`src/rtl/crc_param_gen.sv`:
```
// rtl/crc_param_gen.sv - parameterised bit-serial CRC generator with valid/ready handshake
module crc_param_gen #(
  parameter int               DATA_W  = 5,
  parameter int               CRC_W   = 32,
  parameter logic [CRC_W-1:0] POLY    = CRC_W'(32'h04C11DB7),
  parameter logic [CRC_W-1:0] INIT    = '1,
  parameter logic [CRC_W-1:0] XOR_OUT = '1,
  parameter bit               REFLECT = 1'b0
) (
  input  logic                    clk,
  input  logic                    rst,
  input  logic                    in_valid,
  output logic                    in_ready,
  input  logic                    in_first,
  input  logic [DATA_W-1:0]       data_in,
  output logic                    out_valid,
  input  logic                    out_ready,
  output logic [CRC_W-1:0]        crc_out,
  output logic [DATA_W+CRC_W-1:0] data_out,
  output logic                    busy
);

  localparam int CNT_W = $clog2(DATA_W + 1);

  typedef enum logic [1:0] {IDLE, SHIFT, DONE} state_t;

  state_t             state;
  state_t             state_next;
  logic [DATA_W-1:0]  word;
  logic [CNT_W-1:0]   cnt;
  logic [CRC_W-1:0]   crc;
  logic [CRC_W-1:0]   crc_step;
  logic [CRC_W-1:0]   crc_final;
  logic [CNT_W-1:0]   bit_idx;
  logic [DATA_W-1:0]  word_sh;
  logic               cur_bit;
  logic               fb;
  logic               accept;
  logic               last_step;

  function automatic logic [CRC_W-1:0] bitrev(input logic [CRC_W-1:0] v);
    logic [CRC_W-1:0] r;
    r = '0;
    for (int i = 0; i < CRC_W; i++) begin
      r[i] = v[CRC_W-1-i];
    end
    return r;
  endfunction

  // One CRC bit-step and the reported result; the word register is left intact
  // so data_out can report it, and the bit is picked by the down-counter instead.
  always_comb begin
    bit_idx   = REFLECT ? (CNT_W'(DATA_W) - cnt) : (cnt - CNT_W'(1));
    word_sh   = word >> bit_idx;
    cur_bit   = word_sh[0];
    fb        = crc[CRC_W-1] ^ cur_bit;
    crc_step  = {crc[CRC_W-2:0], 1'b0} ^ (fb ? POLY : '0);
    crc_final = (REFLECT ? bitrev(crc_step) : crc_step) ^ XOR_OUT;
    last_step = (cnt == CNT_W'(1));
  end

  // State register.
  always_ff @(posedge clk) begin
    if (rst) begin
      state <= IDLE;
    end else begin
      state <= state_next;
    end
  end

  // Next-state logic and handshake outputs.
  always_comb begin
    state_next = state;
    in_ready   = 1'b0;
    out_valid  = 1'b0;
    busy       = 1'b0;
    case (state)
      IDLE: begin
        in_ready = 1'b1;
        if (in_valid) state_next = SHIFT;
      end
      SHIFT: begin
        busy = 1'b1;
        if (last_step) state_next = DONE;
      end
      DONE: begin
        busy      = 1'b1;
        out_valid = 1'b1;
        if (out_ready) state_next = IDLE;
      end
      default: state_next = IDLE;
    endcase
    accept = in_valid && in_ready;
  end

  // Datapath: capture on accept, shift one bit per clock, latch result entering DONE.
  // The raw crc register is never post-processed so chained words continue from it.
  always_ff @(posedge clk) begin
    if (rst) begin
      word     <= '0;
      cnt      <= '0;
      crc      <= INIT;
      crc_out  <= '0;
      data_out <= '0;
    end else begin
      if (state == IDLE && accept) begin
        word <= data_in;
        cnt  <= CNT_W'(DATA_W);
        if (in_first) crc <= INIT;
      end
      if (state == SHIFT && cnt != '0) begin
        crc <= crc_step;
        cnt <= cnt - CNT_W'(1);
        if (last_step) begin
          crc_out  <= crc_final;
          data_out <= {word, crc_final};
        end
      end
    end
  end

endmodule

```
`config.mk`:
```
export PLATFORM = sky130hd
export DESIGN_NAME = crc_param_gen
export DESIGN_NICKNAME = d
export VERILOG_FILES = /design/src/rtl/crc_param_gen.sv
export SDC_FILE = /design/constraint.sdc
export NUM_CORES = 1
export LEC_CHECK = 0
export BUFFER_PORTS_ARGS = -buffer_cell sky130_fd_sc_hd__buf_4
export CAP_MARGIN = 10
export CORE_ASPECT_RATIO = 0.8
export CORE_UTILIZATION = 54
export CTS_CLUSTER_SIZE = 24
export DETAILED_ROUTE_END_ITERATION = 10
export PLACE_DENSITY_LB_ADDON = 0.15
export SLEW_MARGIN = 30
export SYNTH_ARGS = -nofsm -noshare
export SYNTH_HDL_FRONTEND = slang
export SYNTH_SLANG_ARGS = --single-unit
```
`constraint.sdc`:
```
create_clock -name clk -period 3.5 [get_ports clk]
set_input_delay 0.35 -clock clk [delete_from_list [all_inputs] [get_ports clk]]
set_output_delay 0.35 -clock clk [all_outputs]
set_load 0.005 [all_outputs]
```
==> results.sh <==
export IMPL_status="finished, final reports clean"
export IMPL_worstSetupPathType="flip-flop to flip-flop"
export IMPL_synthArstFlopShare_pct=0
export IMPL_gp_congestion=0.817
export IMPL_cts_tree="yes"
export IMPL_drtPass1Iterations=9
export IMPL_layout_common_cells="89 x buf_4, 79 x dfxtp_1, 50 x nand2_1"
export IMPL_slew_headroom_pct=39.3
export IMPL_ys_warn_count=0
export IMPL_hp_class="input port to flip-flop"
export IMPL_rsz0062_at_grt="no"
export IMPL_clock_sinks=79
export IMPL_first_iter_violations=170
export IMPL_tns_ns=0
export IMPL_finalNonFillerCells=560
export IMPL_row_count=27
export IMPL_tightest_slew_ns=0.910
export IMPL_fp_dieW_um=96.3
export IMPL_vias=3140
export IMPL_cp_required_ns=3.75
export IMPL_core_mm2=0.00689
export IMPL_power_mw=2.85
export IMPL_dpl_cell_count=543
export IMPL_drive_above_1_share_pct=26.4
export IMPL_syn_inst=440
export IMPL_clk_path_buf_depth=2
export IMPL_ys_seq_elements=79
export IMPL_ir_worst_vdd_mv=0.406
export IMPL_overflow=0
export IMPL_route_detailed_drc=0
export IMPL_yosysSeqAreaShare_pct=41.1
export IMPL_synth_cell_types=35
export IMPL_port_buffers=81
export IMPL_yosys_most_used_dff="dfxtp_1"
export IMPL_grt_first_pass_wirelength_mm=12.9
export IMPL_cp_cell_sequence="inv_1 -> ha_1 -> ha_1 -> and3_1 -> a32o_1 -> buf_4 -> or3_1 -> buf_4 -> a311o_1"
export IMPL_endpoint_kind="flip-flop"
export IMPL_initial_utilization_pct=55.8
export IMPL_nets=486
export IMPL_vias_per_cell=5.61
export IMPL_place_hpwl_mm=5.01
export IMPL_synth_area_mm2=0.00384
export IMPL_fin_hold_ws_ns=0.240
export IMPL_ctsHtreeMaxLevel=3
export IMPL_hold_buffers=0
export IMPL_synth_edf_count=0
export IMPL_post_route_period_util_pct=81.1
export IMPL_cts_buffers_inserted=9
export IMPL_ant_nets=0
export IMPL_critPathSlowestCell="dfxtp_1"
export IMPL_finalSetupViolations=0
export IMPL_wl_mm=8.01
export IMPL_crit_buf_inv=3
export IMPL_cp_arrival_ns=3.09
export IMPL_layout_commonest_cell="buf_4"
export IMPL_p_leak_nw=1.65
export IMPL_antenna_found_initial=0
export IMPL_die_area_mm2=0.00746
export IMPL_root_buffer="clkbuf_8"
export IMPL_hold_viol=0
export IMPL_grt_pass1_vias=2645
export IMPL_clkLatencyLatePin_ns=0.36
export IMPL_groute_usage_overall_pct=22.1
export IMPL_fmax_mhz=352
export IMPL_crit_family="adder cells"
export IMPL_max_cap_violations=0
export IMPL_num_antenna_cells=0
export IMPL_syn_to_final_growth_pct=15.4
export IMPL_fin_worst_skew_ns=0.00759
export IMPL_startpoint_type="flip-flop"
export IMPL_cp_max_fo=28
export IMPL_p_per_area_mw_per_mm2=642
export IMPL_wl_per_cell_um=14.3
export IMPL_period_minus_slack_ns=2.84
export IMPL_post_cts_buffers=0
export IMPL_chipHeight_um=77.5
export IMPL_final_max_slew_viol_count=0
export IMPL_syn_nets=458
export IMPL_grt_max_degree=106
export IMPL_utilization_pct=64.4
export IMPL_syn_avg_cell_area_um2=8.74
export IMPL_max_stage_delay_ns=0.49
export IMPL_io_pins=82
export IMPL_post_cts_resized=0
export IMPL_cts_clk_slew_worst_paths_ns=0.09
metrics by stage:
stage / cell area [um2] / setup slack, ns
3_3_place_gp: 4220 / 0.800
6_report: 4440 / 0.661
4_1_cts: 4410 / 0.678
3_5_place_dp: 4220 / 0.709
2_1_floorplan: 3840 / 0.862
5_1_grt: 4440 / 0.542
where the power goes:
part           internal [mW]  switching, mW
clock                  0.285          0.357
combinational          0.445          0.602
sequential              1.04          0.120
total                   1.77           1.08
worst register-to-register path, cell delays in order, from the launching register on:
cell and delay [ns]:
dfxtp_1 0.49, inv_1 0.09, ha_1 0.21, ha_1 0.36, and3_1 0.22, a32o_1 0.20
buf_4 0.21, or3_1 0.37, buf_4 0.26, a311o_1 0.32
cell usage after synthesis, drive strengths merged (14+ instances only):
cell / count / share of area, %
a211oi: 19 / 3.7
o22ai: 19 / 3.1
nor2b: 14 / 2.3
nand2b: 24 / 3.9
buf: 41 / 7.9
nor4: 27 / 4.4
nand2: 50 / 4.9
nor2: 37 / 3.6
dfxtp: 79 / 41
clkbuf: 32 / 3.1
layer usage:
layer / track usage, % / share of wire [%] / up-vias
li1: - / - / 1597
met1: 32.5 / 52 / 1420
met2: 31.3 / 41 / 117
met4: 5.29 / 0.79 / 0
met5: 0 / 0 / -
met3: 6.76 / 6.2 / 6
registers in the layout, indices dropped and copies added, names as in the netlist:
name and count:
cnt 3, crc 32, crc_out 31, data_out 6, state 2, word 5
final cells by class:
type                       count  area, um2
clock buffer                  10        138
tap                           87        109
fill                         598       2450
sequential                    79       1580
multi-input combinational    281       1840
inverter                       7       26.3
timing repair buffer          90        696
clock inverter                 6       51.3
final timing paths:
path | startpoint | slack, ns | cells past startpoint | to
min | data_in[4] | 0.24 | 3 | word[4]
max reg2reg | cnt[0] | 0.66 | 9 | crc_out[2]
min reg2reg | data_out[34] | 0.46 | 2 | data_out[34]
max | cnt[0] | 0.66 | 9 | crc_out[2]
cell families after synthesis:
family | count (synthesis) | synth area share (%)
AOI/OAI and AO/OA | 82 | 18.4
adders and majority gates | 8 | 2.60
buffers and inverters | 80 | 11.7
DFF | 79 | 41.1
muxes | 4 | 1.17
and+or+nand+nor | 187 | 25.0
No activity file was read; power rests on OpenSTA's default activity.
